--- src/rtl/mprj_io_serial_loader.sv ---
// Serial configuration loader for the mprj GPIO control-block chain.
// Fetches each pad's control word, shifts it MSB-first down the chain,
// then pulses serial_load so every pad picks up its new settings together.
module mprj_io_serial_loader #(
  parameter int unsigned IO_PADS      = 38,
  parameter int unsigned IO_CTRL_BITS = 13,
  parameter int unsigned CLK_DIV      = 2,
  parameter int unsigned IDX_W        = 6
) (
  input  logic                    wb_clk_i,
  input  logic                    wb_rst_i,
  input  logic                    xfer_start,
  output logic [IDX_W-1:0]        cfg_index,
  input  logic [IO_CTRL_BITS-1:0] cfg_data,
  output logic                    busy,
  output logic                    done,
  output logic                    serial_resetn,
  output logic                    serial_clock,
  output logic                    serial_load,
  output logic                    serial_data_out
);

  localparam int unsigned BIT_W = (IO_CTRL_BITS > 1) ? $clog2(IO_CTRL_BITS) : 1;
  localparam int unsigned DIV_W = (CLK_DIV > 1) ? $clog2(CLK_DIV) : 1;

  localparam logic [2:0] S_IDLE  = 3'd0;
  localparam logic [2:0] S_LOAD  = 3'd1;
  localparam logic [2:0] S_SH_LO = 3'd2;
  localparam logic [2:0] S_SH_HI = 3'd3;
  localparam logic [2:0] S_LATCH = 3'd4;
  localparam logic [2:0] S_DONE  = 3'd5;

  localparam logic [IDX_W-1:0] PAD_LAST = IDX_W'(IO_PADS - 1);
  localparam logic [BIT_W-1:0] BIT_LAST = BIT_W'(IO_CTRL_BITS - 1);
  localparam logic [DIV_W-1:0] DIV_LAST = DIV_W'(CLK_DIV - 1);

  logic [2:0]              state, state_n;
  logic [IDX_W-1:0]        pad, pad_n;
  logic [BIT_W-1:0]        bit_cnt, bit_n;
  logic [DIV_W-1:0]        div_cnt, div_n;
  logic [IO_CTRL_BITS-1:0] shreg, shreg_n;
  logic                    pending, pending_n;

  logic [IDX_W-1:0]        cfg_index_n;
  logic                    busy_n, done_n, sclk_n, sload_n, sdata_n;

  // Next-state, counter and output decode; outputs follow the next state so they register cleanly
  always_comb begin
    state_n   = state;
    pad_n     = pad;
    bit_n     = bit_cnt;
    div_n     = div_cnt;
    shreg_n   = shreg;
    pending_n = pending;

    if (state != S_IDLE && xfer_start) pending_n = 1'b1;

    case (state)
      S_IDLE: begin
        if (xfer_start) begin
          state_n = S_LOAD;
          pad_n   = PAD_LAST;
        end
      end
      S_LOAD: begin
        shreg_n = cfg_data;
        bit_n   = BIT_LAST;
        div_n   = '0;
        state_n = S_SH_LO;
      end
      S_SH_LO: begin
        if (div_cnt == DIV_LAST) begin
          div_n   = '0;
          state_n = S_SH_HI;
        end else begin
          div_n = div_cnt + DIV_W'(1);
        end
      end
      S_SH_HI: begin
        if (div_cnt == DIV_LAST) begin
          div_n   = '0;
          shreg_n = shreg << 1;
          if (bit_cnt != '0) begin
            bit_n   = bit_cnt - BIT_W'(1);
            state_n = S_SH_LO;
          end else if (pad != '0) begin
            pad_n   = pad - IDX_W'(1);
            state_n = S_LOAD;
          end else begin
            state_n = S_LATCH;
          end
        end else begin
          div_n = div_cnt + DIV_W'(1);
        end
      end
      S_LATCH: begin
        if (div_cnt == DIV_LAST) begin
          div_n   = '0;
          state_n = S_DONE;
        end else begin
          div_n = div_cnt + DIV_W'(1);
        end
      end
      S_DONE: begin
        // A request seen during the run (or in this very cycle) triggers exactly one re-run
        pending_n = 1'b0;
        if (pending || xfer_start) begin
          state_n = S_LOAD;
          pad_n   = PAD_LAST;
        end else begin
          state_n = S_IDLE;
        end
      end
      default: state_n = S_IDLE;
    endcase

    busy_n      = (state_n != S_IDLE);
    done_n      = (state_n == S_DONE);
    sclk_n      = (state_n == S_SH_HI);
    sload_n     = (state_n == S_LATCH);
    sdata_n     = (state_n == S_SH_LO || state_n == S_SH_HI) ? shreg_n[IO_CTRL_BITS-1] : 1'b0;
    cfg_index_n = (state_n == S_LOAD) ? pad_n : '0;
  end

  // State, datapath and registered outputs; reset also drives the chain reset low
  always_ff @(posedge wb_clk_i or posedge wb_rst_i) begin
    if (wb_rst_i) begin
      state           <= S_IDLE;
      pad             <= '0;
      bit_cnt         <= '0;
      div_cnt         <= '0;
      shreg           <= '0;
      pending         <= 1'b0;
      cfg_index       <= '0;
      busy            <= 1'b0;
      done            <= 1'b0;
      serial_resetn   <= 1'b0;
      serial_clock    <= 1'b0;
      serial_load     <= 1'b0;
      serial_data_out <= 1'b0;
    end else begin
      state           <= state_n;
      pad             <= pad_n;
      bit_cnt         <= bit_n;
      div_cnt         <= div_n;
      shreg           <= shreg_n;
      pending         <= pending_n;
      cfg_index       <= cfg_index_n;
      busy            <= busy_n;
      done            <= done_n;
      serial_resetn   <= 1'b1;
      serial_clock    <= sclk_n;
      serial_load     <= sload_n;
      serial_data_out <= sdata_n;
    end
  end

endmodule
--- config.mk ---
export PLATFORM = sky130hd
export DESIGN_NAME = mprj_io_serial_loader
export DESIGN_NICKNAME = d
export VERILOG_FILES = /design/src/rtl/mprj_io_serial_loader.sv
export SDC_FILE = /design/constraint.sdc
export NUM_CORES = 1
export LEC_CHECK = 0
export ABC_AREA = 1
export ABC_CLOCK_PERIOD_IN_PS = 1600
export BUFFER_PORTS_ARGS = -buffer_cell sky130_fd_sc_hd__buf_2
export CAP_MARGIN = 20
export CELL_PAD_IN_SITES_DETAIL_PLACEMENT = 1
export CELL_PAD_IN_SITES_GLOBAL_PLACEMENT = 2
export CORE_MARGIN = 1
export CORE_UTILIZATION = 33
export DETAILED_ROUTE_END_ITERATION = 12
export GPL_ROUTABILITY_DRIVEN = 0
export PLACE_DENSITY_LB_ADDON = 0.1
export SKIP_CTS_REPAIR_TIMING = 1
export SYNTH_ARGS = -nofsm -noshare
export SYNTH_HDL_FRONTEND = slang
export SYNTH_SLANG_ARGS = --single-unit
--- constraint.sdc ---
create_clock -name wb_clk_i -period 1.6 [get_ports wb_clk_i]
set_input_delay 0.4 -clock wb_clk_i [delete_from_list [all_inputs] [get_ports wb_clk_i]]
set_output_delay 0.4 -clock wb_clk_i [all_outputs]
set_load 0.02 [all_outputs]
==> run_results.csv <==
group,metric,value,unit
sta,clock.fmax,0.648,GHz
sta,finalHoldViolCount,0,
route,wl,4950,µm
cts,cts.sinks,40,
grt,grt_pass1_wl,8270,µm
floorplan,dieArea,6140,µm²
power,peakVddDrop,0.499,mV
status,outcome,"finished clean",
critical_path,r2r_start,"pad[0]$_DFF_PP0_",
finish,instances_no_fill,375,
sta,drv_slew,0,
route,drtPass1Iterations,4,
power,internal-power,1.35,mW
sta,fin_crit,1.54,ns
floorplan,die_x,78.3,µm
critical_path,crit_type,"reg2reg",
critical_path,cp_max_fo,4,
route,first_iter_violations,45,
finish,num_antenna_cells,0,
sta,fin_crit_sh,96.5,%
critical_path,worst_setup_path_end_kind,"register",
run,maxCapViolations,0,
finish,final_common_cell,"nand2_1",
power,clockPowerShare,38.9,%
floorplan,core_area,5570,µm²
logic_synthesis,yosysWarnings,0,
logic_synthesis,ys_seq_elements,40,
finish,drive_gt1_share,34.3,%
placement,numPlacedInstances,363,
cts,clk_latency,0.30,ns
grt,grt_max_degree,41,
route,wl_per_cell,13.2,µm
cts,clkSlewWorstSetupHoldPaths,0.09,ns
power,leakagePower,1.35,nW
grt,antenna_found_initial,0,
placement,numPortBuffers,27,
finish,final_cell_mix,"50 x nand2_1, 40 x inv_1, 39 x dfrtp_1, 29 x buf_4, 27 x buf_2",
logic_synthesis,synth_area,1920,µm²
logic_synthesis,syn_inst,238,
route,ant_nets,0,
critical_path,crit_arrival,1.71,ns
cts,cts_tree,"built",
cts,htreeDepth,2,
critical_path,worstSetupStartpointType,"register",
power,switchingPower,401,µW
route,via_count,1734,
cts,clockRootBuffer,"clkbuf_8",
power,switching_share,22.9,%
logic_synthesis,yosysSeqAreaShare,52.0,%
route,vias_per_cell,4.62,
grt,grt.total_usage,17.4,%
power,total_power,1.75,mW
critical_path,rr_worst_depth,9,
power,combPwrFrac,3.0,%
critical_path,r2r-end,"busy$_DFF_PP0_",
floorplan,start_util,34.5,%
route,drc,0,
floorplan,ios,28,
finish,syn2layout_area_growth,35.1,%
sta,finalSetupViolCount,0,
power,p_per_area,673,nW/µm²
placement,dp_hpwl,3530,µm
finish,nets,320,
sta,skew,0.0119,ns
floorplan,rows,27,
finish,fillers,689,
logic_synthesis,ys.flop_type,"dfrtp_1",
power,p_seq_share,58.1,%
critical_path,worst_ep_required_time,1.76,ns
logic_synthesis,synth.distinct_cells,26,
logic_synthesis,synth_nets,256,
cts,cts_made_buffers,5,
worst_hold_path,hp-class,"in2async",
critical_path,r2r_slack,0.06,ns
sta,rsz0062_at_grt,"yes",
logic_synthesis,avgSynthCellArea,8.08,µm²
logic_synthesis,synth-edff-count,0,
floorplan,die_h,78.3,µm
cts,cts_max_path_buffers,2,
logic_synthesis,ys_async_sr_fraction,100,%
grt,grt.overflow.total,0,
grt,grt_pass1_vias,1801,
critical_path,startpoint,"pad[0]$_DFF_PP0_",
[metrics by stage]
stage	setup WS, ns	cell area (µm²)	hold WS, ns	TNS [ns]	util (%)
4_1_cts	-0.118	2440	0.156	-0.530	43.8
6_report	0.0565	2600	0.153	0	46.6
5_1_grt	-0.0468	2600	0.163	-0.114	46.6
3_3_place_gp	-0.0580	2350	0.463	-0.117	42.2
2_1_floorplan	0.0977	1920	0.433	0	-
3_5_place_dp	-0.0999	2350	0.454	-0.298	42.2
[power by group through the flow]
stage / Clock [mW] / Sequential (mW) / Combinational, mW
finish: 0.680 / 1.01 / 0.0526
global route: 0.739 / 1.02 / 0.0606
detailed placement: 0 / 1.03 / 0.0545
floorplan: 0 / 1.04 / 0.0169
CTS: 0.699 / 1.01 / 0.0547
global placement: 0 / 1.03 / 0.0538
[Yosys cell counts (all sizes together) (2+ instances only)]
cell	n	area, µm²
o21ai	9	45.0
o221ai	8	70.1
inv	48	180
buf	2	16.3
nand2	61	231
dfrtp	40	1000
nand3	19	105
nor2	27	116
nand4	2	12.5
o22ai	2	12.5
a21oi	5	25.0
nor3	4	20.0
o211ai	3	22.5
ha	2	25.0
[layer usage]
| layer | part of all wire, % | vias to the layer above | global-route usage [%] |
|---|---|---|---|
| li1 | - | 881 | - |
| met1 | 49 | 821 | 23.7 |
| met2 | 47 | 26 | 27.9 |
| met3 | 2.5 | 6 | 3.14 |
| met4 | 1.6 | 0 | 5.56 |
| met5 | 0 | - | 0 |
[logic make-up after synthesis]
group | share of synthesized area (%)
simple gates | 26.0
buf+inv | 10.2
flops | 52.0
compound gates | 9.82
fa+ha+maj | 1.30
xor+xnor | 0.456
other cells | 0.195
[state kept, by name (all words and copies together), names as in the netlist]
name and flops:
shreg 13, cfg_index 6, pad 6, bit_cnt 4, state 3, busy 1, div_cnt 1, done 1
pending 1, serial_clock 1, serial_data_out 1, serial_load 1, serial_resetn 1
[cell type report]
cell class              count  area [µm²]  area share (%)
flip-flops and latches     40        1000            38.6
repair buffers             59         395            15.2
well taps                  72        90.1            3.47
clock inverters             1        8.76           0.337
inverters                  48         180            6.94
multi-input cells         148         845            32.5
clock buffers               7        76.3            2.94
[worst max-delay path by stage]
| stage | end | slack (ns) | cells after the start |
|---|---|---|---|
| after global placement | cfg_index[4]$_DFF_PP0_ | -0.06 | 10 |
| after CTS | cfg_index[4]$_DFF_PP0_ | -0.12 | 10 |
| after detailed placement | cfg_index[4]$_DFF_PP0_ | -0.1 | 10 |
| after global routing | busy$_DFF_PP0_ | -0.05 | 9 |
| final | busy$_DFF_PP0_ | 0.06 | 9 |
| after floorplan | serial_load$_DFF_PP0_ | 0.1 | 9 |
[critical path: stages, from the launching register on]
cell	delay, ns
dfrtp_1	0.39
inv_2	0.07
ha_2	0.18
nand2_2	0.08
nor2_4	0.17
inv_2	0.05
nand2_2	0.08
nand4_1	0.17
nor2_1	0.15
nand2_1	0.06
(Power assumes the default switching activity.)
